===== src/rtl/vpp_sched_pkg.sv =====
// Shared types and helpers for the vertex post-processor scheduler.
//   slot_state_t : per-slot lifecycle state
//   IDX_W        : unit index width for the default unit count
//   next_idx     : round-robin increment with wrap at n-1
package vpp_sched_pkg;

   typedef enum logic [1:0] {
      SLOT_FREE,
      SLOT_BUSY,
      SLOT_HELD,
      SLOT_DRAIN
   } slot_state_t;

   localparam int NUM_UNITS_DEF = 3;
   localparam int IDX_W         = $clog2(NUM_UNITS_DEF);

   function automatic int next_idx(input int idx, input int n);
      return (idx >= n - 1) ? 0 : idx + 1;
   endfunction

endpackage


===== src/rtl/vpp_sched_slot.sv =====
// One scheduling slot bound to one VPP unit: tracks the vertex from
// dispatch to retirement, captures the unit result and drives the unit
// recovery reset.
// Ports:
//   clk, rst        clock, synchronous active-high reset
//   accept          vertex dispatched to this unit this cycle
//   retire          this slot's result consumed downstream this cycle
//   unit_done       unit done (may stay high in the unit's error state)
//   unit_invalid    unit invalid flag, sampled with done
//   unit_vertex     unit NDC result {z,y,x}
//   is_free         slot can take a new vertex
//   is_held         slot holds a result ready to retire
//   held_invalid    captured invalid flag
//   held_vertex     captured NDC result
//   unit_rst        active-high reset request to the unit
//
// state      | meaning
// SLOT_FREE  | idle, may be dispatched to
// SLOT_BUSY  | vertex in flight in the unit, waiting for done
// SLOT_HELD  | result captured, waiting for its turn to retire
// SLOT_DRAIN | retired, waiting for the unit recovery reset to finish
module vpp_sched_slot
   import vpp_sched_pkg::*;
#(
   parameter int DATAWIDTH      = 24,
   parameter int RECOVER_CYCLES = 2
) (
   input  logic                   clk,
   input  logic                   rst,
   input  logic                   accept,
   input  logic                   retire,
   input  logic                   unit_done,
   input  logic                   unit_invalid,
   input  logic [3*DATAWIDTH-1:0] unit_vertex,
   output logic                   is_free,
   output logic                   is_held,
   output logic                   held_invalid,
   output logic [3*DATAWIDTH-1:0] held_vertex,
   output logic                   unit_rst
);

   localparam int CNT_W = $clog2(RECOVER_CYCLES + 1);
   localparam logic [CNT_W-1:0] RECOVER_LOAD = CNT_W'(RECOVER_CYCLES);

   slot_state_t            state_q, state_d;
   logic [3*DATAWIDTH-1:0] vertex_q, vertex_d;
   logic                   invalid_q, invalid_d;
   logic [CNT_W-1:0]       rcv_cnt_q, rcv_cnt_d;

   always_comb begin
      state_d   = state_q;
      vertex_d  = vertex_q;
      invalid_d = invalid_q;
      rcv_cnt_d = (rcv_cnt_q != '0) ? rcv_cnt_q - 1'b1 : rcv_cnt_q;
      case (state_q)
         SLOT_FREE: begin
            if (accept) state_d = SLOT_BUSY;
         end
         SLOT_BUSY: begin
            // Only the BUSY state listens to done, so a done held high by
            // a unit stuck in error is captured exactly once.
            if (unit_done) begin
               state_d   = SLOT_HELD;
               vertex_d  = unit_vertex;
               invalid_d = unit_invalid;
               if (unit_invalid) rcv_cnt_d = RECOVER_LOAD;
            end
         end
         SLOT_HELD: begin
            if (retire) state_d = (rcv_cnt_q == '0) ? SLOT_FREE : SLOT_DRAIN;
         end
         SLOT_DRAIN: begin
            if (rcv_cnt_q == '0) state_d = SLOT_FREE;
         end
         default: state_d = SLOT_FREE;
      endcase
   end

   // Reset loads the recovery counter so every unit sees its reset held
   // for RECOVER_CYCLES cycles after rst is released.
   always_ff @(posedge clk) begin
      if (rst) begin
         state_q   <= SLOT_FREE;
         vertex_q  <= '0;
         invalid_q <= 1'b0;
         rcv_cnt_q <= RECOVER_LOAD;
      end else begin
         state_q   <= state_d;
         vertex_q  <= vertex_d;
         invalid_q <= invalid_d;
         rcv_cnt_q <= rcv_cnt_d;
      end
   end

   assign is_free      = (state_q == SLOT_FREE);
   assign is_held      = (state_q == SLOT_HELD);
   assign held_invalid = invalid_q;
   assign held_vertex  = vertex_q;
   assign unit_rst     = rst | (rcv_cnt_q != '0);

endmodule


===== src/rtl/vertex_post_processor_scheduler.sv =====
// Shares NUM_UNITS vertex post-processor units behind one clip-space
// vertex stream: round-robin dispatch, in-order retirement of NDC results,
// and recovery reset of units that report an invalid result.
// Optional feature macro: VPP_SCHED_STATS_EN adds accepted/invalid/stall
// counters (o_stat_accepted, o_stat_invalid, o_stat_stall).
// Ports:
//   clk, rst          clock, synchronous active-high reset
//   i_vertex/_dv      upstream clip-space {w,z,y,x}, valid
//   o_ready           upstream ready
//   o_unit_vertex     vertex broadcast to all units
//   o_unit_dv         one-hot start to the dispatched unit
//   o_unit_rst        active-high per-unit reset
//   i_unit_ready/_done/_invalid/_vertex   unit status and {z,y,x} results
//   o_vertex/_invalid/_dv   retired NDC result, downstream valid
//   i_ready           downstream ready
module vertex_post_processor_scheduler
   import vpp_sched_pkg::*;
#(
   parameter int DATAWIDTH      = 24,
   parameter int NUM_UNITS      = NUM_UNITS_DEF,
   parameter int RECOVER_CYCLES = 2
) (
   input  logic                             clk,
   input  logic                             rst,
   input  logic [4*DATAWIDTH-1:0]           i_vertex,
   input  logic                             i_vertex_dv,
   output logic                             o_ready,
   output logic [4*DATAWIDTH-1:0]           o_unit_vertex,
   output logic [NUM_UNITS-1:0]             o_unit_dv,
   output logic [NUM_UNITS-1:0]             o_unit_rst,
   input  logic [NUM_UNITS-1:0]             i_unit_ready,
   input  logic [NUM_UNITS-1:0]             i_unit_done,
   input  logic [NUM_UNITS-1:0]             i_unit_invalid,
   input  logic [3*DATAWIDTH*NUM_UNITS-1:0] i_unit_vertex,
   output logic [3*DATAWIDTH-1:0]           o_vertex,
   output logic                             o_invalid,
   output logic                             o_dv,
   input  logic                             i_ready
`ifdef VPP_SCHED_STATS_EN
   ,
   output logic [31:0]                      o_stat_accepted,
   output logic [31:0]                      o_stat_invalid,
   output logic [31:0]                      o_stat_stall
`endif
);

   localparam int PTR_W = (NUM_UNITS == NUM_UNITS_DEF) ? IDX_W : $clog2(NUM_UNITS);

   logic [PTR_W-1:0]       dispatch_ptr_q, dispatch_ptr_d;
   logic [PTR_W-1:0]       retire_ptr_q, retire_ptr_d;
   logic [NUM_UNITS-1:0]   slot_free, slot_held, slot_held_invalid;
   logic [NUM_UNITS-1:0]   slot_accept, slot_retire;
   logic [3*DATAWIDTH-1:0] slot_vertex [NUM_UNITS];
   logic                   accept, retire;

   always_comb begin
      o_ready     = slot_free[dispatch_ptr_q] & i_unit_ready[dispatch_ptr_q]
                    & ~o_unit_rst[dispatch_ptr_q];
      accept      = i_vertex_dv & o_ready;
      o_dv        = slot_held[retire_ptr_q] & ~rst;
      retire      = o_dv & i_ready;
      o_vertex    = o_dv ? slot_vertex[retire_ptr_q] : '0;
      o_invalid   = o_dv & slot_held_invalid[retire_ptr_q];
      slot_accept = '0;
      slot_retire = '0;
      slot_accept[dispatch_ptr_q] = accept;
      slot_retire[retire_ptr_q]   = retire;
      dispatch_ptr_d = accept ? PTR_W'(next_idx(int'(dispatch_ptr_q), NUM_UNITS))
                              : dispatch_ptr_q;
      retire_ptr_d   = retire ? PTR_W'(next_idx(int'(retire_ptr_q), NUM_UNITS))
                              : retire_ptr_q;
   end

   always_ff @(posedge clk) begin
      if (rst) begin
         dispatch_ptr_q <= '0;
         retire_ptr_q   <= '0;
      end else begin
         dispatch_ptr_q <= dispatch_ptr_d;
         retire_ptr_q   <= retire_ptr_d;
      end
   end

   assign o_unit_dv     = slot_accept;
   assign o_unit_vertex = i_vertex;

   for (genvar gi = 0; gi < NUM_UNITS; gi++) begin : g_slot
      vpp_sched_slot #(
         .DATAWIDTH      (DATAWIDTH),
         .RECOVER_CYCLES (RECOVER_CYCLES)
      ) u_slot (
         .clk          (clk),
         .rst          (rst),
         .accept       (slot_accept[gi]),
         .retire       (slot_retire[gi]),
         .unit_done    (i_unit_done[gi]),
         .unit_invalid (i_unit_invalid[gi]),
         .unit_vertex  (i_unit_vertex[gi*3*DATAWIDTH +: 3*DATAWIDTH]),
         .is_free      (slot_free[gi]),
         .is_held      (slot_held[gi]),
         .held_invalid (slot_held_invalid[gi]),
         .held_vertex  (slot_vertex[gi]),
         .unit_rst     (o_unit_rst[gi])
      );
   end

`ifdef VPP_SCHED_STATS_EN
   logic [31:0] stat_accepted_q, stat_accepted_d;
   logic [31:0] stat_invalid_q, stat_invalid_d;
   logic [31:0] stat_stall_q, stat_stall_d;

   always_comb begin
      stat_accepted_d = stat_accepted_q + 32'(accept);
      stat_invalid_d  = stat_invalid_q + 32'(retire & o_invalid);
      stat_stall_d    = stat_stall_q + 32'(i_vertex_dv & ~o_ready);
   end

   always_ff @(posedge clk) begin
      if (rst) begin
         stat_accepted_q <= '0;
         stat_invalid_q  <= '0;
         stat_stall_q    <= '0;
      end else begin
         stat_accepted_q <= stat_accepted_d;
         stat_invalid_q  <= stat_invalid_d;
         stat_stall_q    <= stat_stall_d;
      end
   end

   assign o_stat_accepted = stat_accepted_q;
   assign o_stat_invalid  = stat_invalid_q;
   assign o_stat_stall    = stat_stall_q;
`endif

endmodule


===== config.mk =====
export PLATFORM = sky130hd
export DESIGN_NAME = vertex_post_processor_scheduler
export DESIGN_NICKNAME = d
export VERILOG_FILES = /design/src/rtl/vpp_sched_pkg.sv /design/src/rtl/vpp_sched_slot.sv /design/src/rtl/vertex_post_processor_scheduler.sv
export SDC_FILE = /design/constraint.sdc
export NUM_CORES = 1
export LEC_CHECK = 0
export ABC_CLOCK_PERIOD_IN_PS = 1700
export CORE_AREA = 3 3 194 196
export CTS_CLUSTER_SIZE = 40
export DETAILED_ROUTE_END_ITERATION = 10
export DIE_AREA = 0 0 197 199
export GPL_TIMING_DRIVEN = 0
export PLACE_DENSITY = 0.64
export RECOVER_POWER = 50
export SLEW_MARGIN = 5
export SYNTH_ARGS = -nofsm -noshare
export SYNTH_HDL_FRONTEND = slang
export SYNTH_SLANG_ARGS = --single-unit
export TNS_END_PERCENT = 50

===== constraint.sdc =====
create_clock -name clk -period 1.7 [get_ports clk]
set_clock_uncertainty 0.1 [all_clocks]
set_input_delay 0.34 -clock clk [delete_from_list [all_inputs] [get_ports clk]]
set_output_delay 0.34 -clock clk [all_outputs]
set_load 0.005 [all_outputs]

==> out/metrics.json, run 1 <==
{
  "synthesis": {
    "postSynthCellCount": 1480,
    "dominantRegCellSynth": "sky130_fd_sc_hd__dfxtp_1",
    "netlist-cell-type-count": 37,
    "synth_enable_flop_cells": 0,
    "synth_seq_cells": 235,
    "yosys_warnings": 0,
    "syn-cell-area_mm2": 0.0108,
    "synth_nets": 1805,
    "seq_area_frac_synth": 0.435,
    "synth.avg_cell_area_um2": 7.32,
    "async_reset_ff_frac": 0
  },
  "global_routing": {
    "grt_pass1_wl_mm": 64.6,
    "number_of_antenna_violations_at_the_first_check_in_global_routing": 4,
    "track_usage": 0.211,
    "grt_pass1_vias": 11300,
    "globalRouteOverflowTotal": 0,
    "grt_start_max_net_pins": 14
  },
  "final_layout": {
    "sequential_cell_area_mm2": 0.00473,
    "layout.nets": 2273,
    "post_route_cells_drive_above_1_share": 0.227,
    "filler_cell_count": 3535,
    "multi_input_comb_area_mm2": 0.00540,
    "areaGrowthSynthToFinish_pct": 61.0,
    "layoutNonFillerInstCount": 2438
  },
  "sta": {
    "final-hold-violation-count": 0,
    "fin_max_slew_vios": 0,
    "grt_setup_unrepaired": "true",
    "period_needed_ps": 2710,
    "final_min_period_over_clock_period": 1.59,
    "worst_hold_slack_ps": 232,
    "timing.fmax_mhz": 369,
    "timing.final.setup_violations": 197,
    "worst_slack_setup_final_ps": -1010,
    "relSlewSlack": 0.466,
    "worst_pin_slew_ps": 801
  },
  "power_and_ir_drop": {
    "register_share_of_total_power": 0.420,
    "worst_ir_drop_vdd_v": 0.000724,
    "cellLeakagePower_nw": 6.30,
    "netSwitchingFraction": 0.213,
    "power_switching_mw": 2.83,
    "power.density_cell_area_mw_per_mm2": 764,
    "power_frac_clock": 0.477,
    "cell_internal_pwr_mw": 10.5,
    "combPwrFrac": 0.104
  },
  "placement": {
    "gp_congestion": 0.847,
    "detailed_place_hpwl_mm": 32.8,
    "numPortBuffers": 404,
    "placedCellCount": 2352
  },
  "floorplan": {
    "std_cell_rows": 70,
    "die_height_um": 199,
    "core-area_mm2": 0.0363,
    "die_area_mm2": 0.0392,
    "ios": 502,
    "horizontal_die_dimension_um": 197,
    "floorplan.initialDensity": 0.299
  },
  "setup_path": {
    "critical_path.reg2reg.startpoint": "g_slot[1].u_slot.state_q[0]",
    "worst_r2r_path_depth": 9,
    "crit_end": "o_vertex[48]",
    "worst_r2r_endpoint": "g_slot[1].u_slot.state_q[0]",
    "setup.worst_path.class": "flip-flop to output port",
    "crit_path_max_fanout": 8,
    "start_kind": "flip-flop",
    "arrival_ps": 2270,
    "endpoint_kind": "output port",
    "setup.worst_path.start": "g_slot[0].u_slot.state_q[0]",
    "r2r_setup_slack_ps": -310,
    "worst_ep_required_time_ps": 1260
  },
  "outcome": {
    "status": "finished, violations left",
    "violations": "negative setup slack"
  },
  "clock_tree": {
    "clock_tree_buffer_depth": 3,
    "cts-root-buf": "sky130_fd_sc_hd__clkbuf_16",
    "worst_skew_pair.late_latency_ps": 530,
    "numCtsBuffers": 26,
    "h_tree_levels": 1,
    "cts_sinks": 235,
    "clkTransAtPathRegs_ps": 60,
    "tritoncts": "built"
  },
  "drt": {
    "detailroute.via_count": 11500,
    "drt_wl_total_mm": 43.8,
    "detail_route.iter0.violations": 473,
    "routedWlPerCell_um": 18.0,
    "remaining_drc_errors": 0,
    "antenna_left": 0,
    "route.detailed.vias_per_inst": 4.73,
    "1st_pass_router_iterations": 5
  },
  "flow_run": {
    "maxCapViolCount": 0
  },
  "min_path": {
    "holdCritPathClass": "input pin to flip-flop",
    "hold_path_startpoint": "rst"
  }
}
## cells in the mapped netlist, types with 2 or more instances
library cell	count	area (µm²)
sky130_fd_sc_hd__a2111oi_0	2	17.5
sky130_fd_sc_hd__a21oi_1	288	1440
sky130_fd_sc_hd__and3b_1	2	17.5
sky130_fd_sc_hd__and4b_1	2	20.0
sky130_fd_sc_hd__buf_1	7	26.3
sky130_fd_sc_hd__buf_2	17	85.1
sky130_fd_sc_hd__buf_4	102	766
sky130_fd_sc_hd__buf_6	3	33.8
sky130_fd_sc_hd__clkbuf_1	83	312
sky130_fd_sc_hd__dfxtp_1	235	4700
sky130_fd_sc_hd__inv_1	4	15.0
sky130_fd_sc_hd__mux2i_1	74	741
sky130_fd_sc_hd__nand2_1	455	1710
sky130_fd_sc_hd__nand2b_1	3	18.8
sky130_fd_sc_hd__nand3_1	6	30.0
sky130_fd_sc_hd__nand4_1	2	12.5
sky130_fd_sc_hd__nor2_1	157	589
sky130_fd_sc_hd__nor2b_1	2	12.5
sky130_fd_sc_hd__nor3_1	4	20.0
sky130_fd_sc_hd__o21ai_0	7	35.0
sky130_fd_sc_hd__o22a_1	7	61.3
sky130_fd_sc_hd__o31a_1	2	17.5
sky130_fd_sc_hd__or2_2	2	12.5
## critical path, stage by stage (launching register included)
cell	delay (ps)
sky130_fd_sc_hd__dfxtp_4	360
sky130_fd_sc_hd__nand2b_4	140
sky130_fd_sc_hd__mux2_4	280
sky130_fd_sc_hd__nor2_4	130
sky130_fd_sc_hd__o21ai_4	80
sky130_fd_sc_hd__buf_12	170
sky130_fd_sc_hd__buf_12	130
sky130_fd_sc_hd__buf_12	140
sky130_fd_sc_hd__buf_6	120
sky130_fd_sc_hd__nor2_4	60
sky130_fd_sc_hd__buf_2	120
## worst min-delay path by stage
stage	end	depth (start not counted)
after floorplan	g_slot[0].u_slot.held_invalid	2
after global placement	g_slot[0].u_slot.held_vertex[10]	2
after detailed placement	g_slot[0].u_slot.held_vertex[1]	2
after CTS	g_slot[1].u_slot.held_vertex[62]	3
after global routing	g_slot[1].u_slot.held_vertex[63]	3
final	g_slot[2].u_slot.state_q[0]	3
## cell type report
cell class,count,area share
Multi-Input combinational cell,1029,0.310
Sequential cell,235,0.271
Timing Repair Buffer,446,0.244
Buffer,206,0.0843
Clock buffer,39,0.0442
Tap cell,468,0.0336
Clock inverter,9,0.0113
Inverter,4,0.000861
Antenna cell,2,0.000287
## cells in the final DEF, fill, tap and decap left out, types with 32 or more instances in the layout
cell and instances:
sky130_fd_sc_hd__a21oi_1 275, sky130_fd_sc_hd__buf_2 68, sky130_fd_sc_hd__buf_4 127, sky130_fd_sc_hd__buf_6 35
sky130_fd_sc_hd__clkbuf_1 32, sky130_fd_sc_hd__clkdlybuf4s50_1 230, sky130_fd_sc_hd__dfxtp_1 223, sky130_fd_sc_hd__dlygate4sd3_1 96
sky130_fd_sc_hd__mux2i_1 74, sky130_fd_sc_hd__nand2_1 454, sky130_fd_sc_hd__nor2_1 88, sky130_fd_sc_hd__nor2_4 46
## power by group through the flow
stage	Combinational (mW)	Clock, mW	Sequential [mW]
floorplan	0.440	0	5.70
global placement	1.36	0	5.70
detailed placement	1.36	0	5.71
CTS	1.42	6.46	5.59
global route	1.48	6.66	5.59
finish	1.38	6.35	5.59
## registers in the layout, summed over array words and instances, names as in the netlist
name and cells:
g_slot.u_slot.held_invalid 3, dispatch_ptr_q 2, g_slot.u_slot.held_vertex 216, g_slot.u_slot.state_q 6, retire_ptr_q 2, g_slot.u_slot.rcv_cnt_q 6
## what timing repair did
| action | 4_1_cts | 5_1_grt |
|---|---|---|
| hold buffers | 1 | 0 |
| setup buffers | 30 | 9 |
| endpoints found under the setup margin | 310 | 287 |
| resized for setup | 506 | 134 |
| endpoints found under the hold margin | 1 | 0 |
| pin swaps | 39 | 13 |
| cloned | 2 | 1 |
## routing by layer
layer  GRT usage  share of wire  vias to the layer above
met5           0        0.00078                        -
met4      0.0546          0.030                        4
met3      0.0427          0.069                       69
met2       0.372           0.49                      433
met1       0.265           0.41                     5360
li1            -              -                     5666
## cells by family after synthesis
| family | after synthesis | synth area share |
|---|---|---|
| and+or+nand+nor | 643 | 0.233 |
| muxes | 75 | 0.0695 |
| AOI/OAI and AO/OA | 311 | 0.149 |
| DFF | 235 | 0.435 |
| buffers and inverters | 216 | 0.114 |
## metrics by stage
step                power [mW]  area [µm²]  setup TNS [ps]  setup slack (ps)  utilization
floorplan                 6.14       10900           -2940             -59.8            -
global placement          7.06       15600         -303680             -1350        0.429
detailed placement        7.06       15600         -303740             -1340        0.429
CTS                       13.5       17200          -78210             -1040        0.473
global route              13.7       17400         -103240             -1080        0.481
finish                    13.3       17400          -80870             -1010        0.481
No activity file was read; power rests on OpenSTA's default activity.
==> run 2: changes to the inputs <==
Settings changed: CORE_AREA 3 3 194 196 to 2 2 193 195, DIE_AREA 0 0 197 199 to 0 0 195 197, GPL_TIMING_DRIVEN 0 to 1.
==> run 2 against run 1 <==
The run still ends with negative setup slack left. Register-to-register slack improved by 200 ps. Total power fell by 5.3%. Clock-buffer cell count fell by 2. Global-route usage fell by 2.2 points. Die area fell by 2.0%. Design area fell by 12%. Sequential power barely moved. Setup slack improved by 83 ps. Non-clock buffer count fell by 256. Sequential share of layout area rose by 3.7 points. Sequential cell count did not move.
==> out/metrics.json, run 2 (synthesis gave the netlist of run 1 again) <==
{
  "outcome": {
    "status": {"value": "finished, violations left", "change": "unchanged"},
    "violations": {"value": "negative setup slack", "change": "unchanged"}
  },
  "setup_path": {
    "crit_path_max_fanout": {"value": 7, "change": "was 8"},
    "worst_path_most_repeated_cell": {"value": "sky130_fd_sc_hd__buf_12", "change": "unchanged"},
    "slowest_delay": {"value": 360, "unit": "ps", "change": "about the same"},
    "endpoint_kind": {"value": "output port", "change": "unchanged"},
    "crit_end": {"value": "o_vertex[22]", "change": "was o_vertex[48]"},
    "setup.worst_path.class": {"value": "flip-flop to output port", "change": "unchanged"},
    "worst_r2r_endpoint": {"value": "g_slot[2].u_slot.held_vertex[10]", "change": "was g_slot[1].u_slot.state_q[0]"},
    "critical_path.reg2reg.startpoint": {"value": "g_slot[2].u_slot.state_q[1]", "change": "was g_slot[1].u_slot.state_q[0]"},
    "arrival": {"value": 2180, "unit": "ps", "change": "was 2270 ps"},
    "timing.critical_path.slowest_stage_cell": {"value": "sky130_fd_sc_hd__dfxtp_4", "change": "unchanged"},
    "worst_ep_required_time": {"value": 1260, "unit": "ps", "change": "about the same"},
    "setup.worst_path.start": {"value": "retire_ptr_q[0]", "change": "was g_slot[0].u_slot.state_q[0]"},
    "start_kind": {"value": "flip-flop", "change": "unchanged"},
    "critical_path_cell_list": {"value": "buf_6 > nor2b_4 > and3b_2 > o21ai_4 > buf_12 > buf_12 > clkbuf_16 > nor2_2 > buf_2", "change": "was nand2b_4 > mux2_4 > nor2_4 > o21ai_4 > buf_12 > buf_12 > buf_12 > buf_6 > nor2_4 > buf_2"},
    "r2r_setup_slack": {"value": -110, "unit": "ps", "change": "was -310 ps"},
    "worst_r2r_path_depth": {"value": 6, "change": "was 9"}
  },
  "floorplan": {
    "core-area": {"value": 0.0363, "unit": "mm²", "change": "unchanged"},
    "horizontal_die_dimension": {"value": 195, "unit": "µm", "change": "was 197 µm"},
    "std_cell_rows": {"value": 70, "change": "unchanged"},
    "die_area": {"value": 0.0384, "unit": "mm²", "change": "was 0.0392 mm²"},
    "floorplan.initialDensity": {"value": 0.299, "change": "unchanged"},
    "die_height": {"value": 197, "unit": "µm", "change": "was 199 µm"},
    "ios": {"value": 502, "change": "unchanged"}
  },
  "drt": {
    "remaining_drc_errors": {"value": 0, "change": "unchanged"},
    "dr.max_layer_used": {"value": "met5", "change": "unchanged"},
    "metal3_wl": {"value": 2.85, "unit": "mm", "change": "was 3.04 mm"},
    "antenna_left": {"value": 0, "change": "unchanged"},
    "1st_pass_router_iterations": {"value": 5, "change": "unchanged"},
    "routedWlPerCell": {"value": 17.8, "unit": "µm", "change": "was 18.0 µm"},
    "route.detailed.vias_per_inst": {"value": 4.85, "change": "was 4.73"},
    "wl_met2": {"value": 19.5, "unit": "mm", "change": "was 21.4 mm"},
    "detail_route.iter0.violations": {"value": 396, "change": "was 473"},
    "drt_wl_total": {"value": 38.9, "unit": "mm", "change": "was 43.8 mm"},
    "route.layer.met1.wl": {"value": 15.3, "unit": "mm", "change": "was 18.1 mm"},
    "detailroute.via_count": {"value": 10600, "change": "was 11500"}
  },
  "final_layout": {
    "antenna-diode-count": {"value": 0, "change": "was 2"},
    "layout_commonest_cell": {"value": "sky130_fd_sc_hd__nand2_1", "change": "unchanged"},
    "post-route-util": {"value": 0.422, "change": "was 0.481"},
    "layoutNonFillerInstCount": {"value": 2181, "change": "was 2438"},
    "max_reg_flops": {"value": 216, "change": "unchanged"},
    "post_route_cells_drive_above_1_share": {"value": 0.158, "change": "was 0.227"},
    "areaGrowthSynthToFinish": {"value": 41.3, "unit": "%", "change": "was 61.0%"},
    "postLayoutCellArea": {"value": 0.0153, "unit": "mm²", "change": "was 0.0174 mm²"},
    "layout.nets": {"value": 2018, "change": "was 2273"},
    "top_library_cells_by_usage_in_the_layout_fill_and_taps_aside": {"value": "sky130_fd_sc_hd__nand2_1, sky130_fd_sc_hd__a21oi_1, sky130_fd_sc_hd__dfxtp_1", "change": "was sky130_fd_sc_hd__nand2_1, sky130_fd_sc_hd__a21oi_1, sky130_fd_sc_hd__clkdlybuf4s50_1"}
  },
  "sta": {
    "period_needed": {"value": 2620, "unit": "ps", "change": "was 2710 ps"},
    "final-hold-violation-count": {"value": 0, "change": "unchanged"},
    "final_min_period_over_clock_period": {"value": 1.54, "change": "was 1.59"},
    "fin_max_slew_vios": {"value": 0, "change": "unchanged"},
    "timing.fmax": {"value": 381, "unit": "MHz", "change": "was 369 MHz"},
    "relSlewSlack": {"value": 0.477, "change": "was 0.466"},
    "timing.final.setup_violations": {"value": 134, "change": "was 197"},
    "worst_pin_slew": {"value": 784, "unit": "ps", "change": "was 801 ps"},
    "worst_slack_setup_final": {"value": -924, "unit": "ps", "change": "was -1010 ps"},
    "finalSetupTns": {"value": -65390, "unit": "ps", "change": "was -80870 ps"},
    "grt_setup_unrepaired": {"value": "true", "change": "unchanged"}
  },
  "power_and_ir_drop": {
    "cellLeakagePower": {"value": 5.51, "unit": "nW", "change": "was 6.30 nW"},
    "netSwitchingFraction": {"value": 0.223, "change": "was 0.213"},
    "register_share_of_total_power": {"value": 0.443, "change": "was 0.420"},
    "combPwrFrac": {"value": 0.077, "change": "was 0.104"},
    "power_switching": {"value": 2.80, "unit": "mW", "change": "was 2.83 mW"},
    "power_frac_clock": {"value": 0.480, "change": "was 0.477"},
    "cell_internal_pwr": {"value": 9.80, "unit": "mW", "change": "was 10.5 mW"},
    "worst_ir_drop_vdd": {"value": 0.000628, "unit": "V", "change": "was 0.000724 V"},
    "power.density_cell_area": {"value": 824, "unit": "mW/mm²", "change": "was 764 mW/mm²"},
    "power.total": {"value": 12.6, "unit": "mW", "change": "was 13.3 mW"}
  },
  "clock_tree": {
    "clkTransAtPathRegs": {"value": 60, "unit": "ps", "change": "about the same"},
    "clock_tree_buffer_depth": {"value": 3, "change": "unchanged"},
    "h_tree_levels": {"value": 1, "change": "unchanged"},
    "cts.hold.buffers_added": {"value": 0, "change": "was 1"},
    "cts_sinks": {"value": 235, "change": "unchanged"},
    "cts-root-buf": {"value": "sky130_fd_sc_hd__clkbuf_16", "change": "unchanged"},
    "tritoncts": {"value": "built", "change": "unchanged"},
    "worst_skew_pair.late_latency": {"value": 540, "unit": "ps", "change": "was 530 ps"},
    "numCtsBuffers": {"value": 27, "change": "was 26"}
  },
  "flow_run": {
    "maxCapViolCount": {"value": 0, "change": "unchanged"}
  },
  "global_routing": {
    "grt_pass1_wl": {"value": 57.5, "unit": "mm", "change": "was 64.6 mm"},
    "grt_start_max_net_pins": {"value": 63, "change": "was 14"},
    "number_of_antenna_violations_at_the_first_check_in_global_routing": {"value": 2, "change": "was 4"},
    "globalRouteOverflowTotal": {"value": 0, "change": "unchanged"},
    "grt_pass1_vias": {"value": 10600, "change": "was 11300"},
    "track_usage": {"value": 0.189, "change": "was 0.211"}
  },
  "placement": {
    "placedCellCount": {"value": 2114, "change": "was 2352"},
    "detailed_place_hpwl": {"value": 26.1, "unit": "mm", "change": "was 32.8 mm"},
    "place_area": {"value": 0.0142, "unit": "mm²", "change": "was 0.0156 mm²"},
    "gp_congestion": {"value": 0.849, "change": "was 0.847"},
    "numPortBuffers": {"value": 309, "change": "was 404"}
  },
  "min_path": {
    "holdCritPathClass": {"value": "input pin to flip-flop", "change": "unchanged"}
  }
}
==> run 2: changes by cell type in the layout (fill, tap and decap cells not counted), moves of 5 or more <==
cell	before	now
sky130_fd_sc_hd__dlymetal6s2s_1	0	15
sky130_fd_sc_hd__nor2_1	88	126
sky130_fd_sc_hd__clkbuf_2	28	50
sky130_fd_sc_hd__buf_6	35	17
sky130_fd_sc_hd__buf_4	127	41
sky130_fd_sc_hd__nor2_2	23	18
sky130_fd_sc_hd__buf_12	8	16
sky130_fd_sc_hd__buf_2	68	13
sky130_fd_sc_hd__clkdlybuf4s15_2	10	2
sky130_fd_sc_hd__dlygate4sd3_1	96	0
sky130_fd_sc_hd__nor2_4	46	13
sky130_fd_sc_hd__clkbuf_1	32	4
sky130_fd_sc_hd__clkbuf_4	11	1
sky130_fd_sc_hd__dfxtp_1	223	228
==> run 2: stage by stage <==
step                hold slack, ps  setup slack [ps]
detailed placement             346              -755
global placement               341              -767
CTS                            108             -1150
floorplan                      336             -59.8
finish                         131              -924
global route                   134             -1010
==> run 2: repair_timing <==
item,CTS,global route
gates cloned,2,5
resized for setup,85,197
pin swaps,8,16
hold endpoints to repair,0,0
endpoints found under the setup margin,84,86
setup buffers,1,12
==> run 2: power by group through the flow <==
stage,Clock (mW),Sequential [mW],Combinational [mW]
5_1_grt,6.40,5.58,1.04
3_5_place_dp,0,5.70,0.946
6_report,6.05,5.58,0.974
2_1_floorplan,0,5.70,0.440
4_1_cts,6.18,5.58,0.965
3_3_place_gp,0,5.70,0.946
==> run 2: critical path: cells and delay by family, from the launching register on <==
kind | cells | cell delay [ps]
buffers and inverters | 5 | 670
DFF | 1 | 360
AOI/OAI and AO/OA | 1 | 300
and+or+nand+nor | 3 | 300
==> run 2: worst min-delay path by stage <==
stage | from | endpoint | slack [ps] | cells after the start
global placement | g_slot[0].u_slot.held_vertex[22] | g_slot[0].u_slot.held_vertex[22] | 340 | 2
CTS | rst | g_slot[2].u_slot.rcv_cnt_q[1] | 110 | 4
detailed placement | g_slot[0].u_slot.held_vertex[61] | g_slot[0].u_slot.held_vertex[61] | 350 | 2
global route | rst | g_slot[1].u_slot.rcv_cnt_q[1] | 130 | 4
floorplan | g_slot[0].u_slot.held_invalid | g_slot[0].u_slot.held_invalid | 340 | 2
finish | rst | g_slot[2].u_slot.rcv_cnt_q[1] | 130 | 4
==> run 2: metal layers <==
layer | up-vias | track usage
li1 | 5134 | -
met5 | - | 0
met1 | 4966 | 0.215
met3 | 105 | 0.0481
met4 | 4 | 0.0653
met2 | 361 | 0.342
==> run 2: area by class of cell <==
| class | count | area, µm² |
|---|---|---|
| Tap cell | 468 | 586 |
| Timing Repair Buffer | 396 | 3890 |
| Clock buffer | 37 | 773 |
| Clock inverter | 12 | 151 |
| Sequential cell | 235 | 4720 |
| Inverter | 4 | 15.0 |
| Multi-Input combinational cell | 1029 | 5160 |
| Fill cell | 3682 | 21000 |
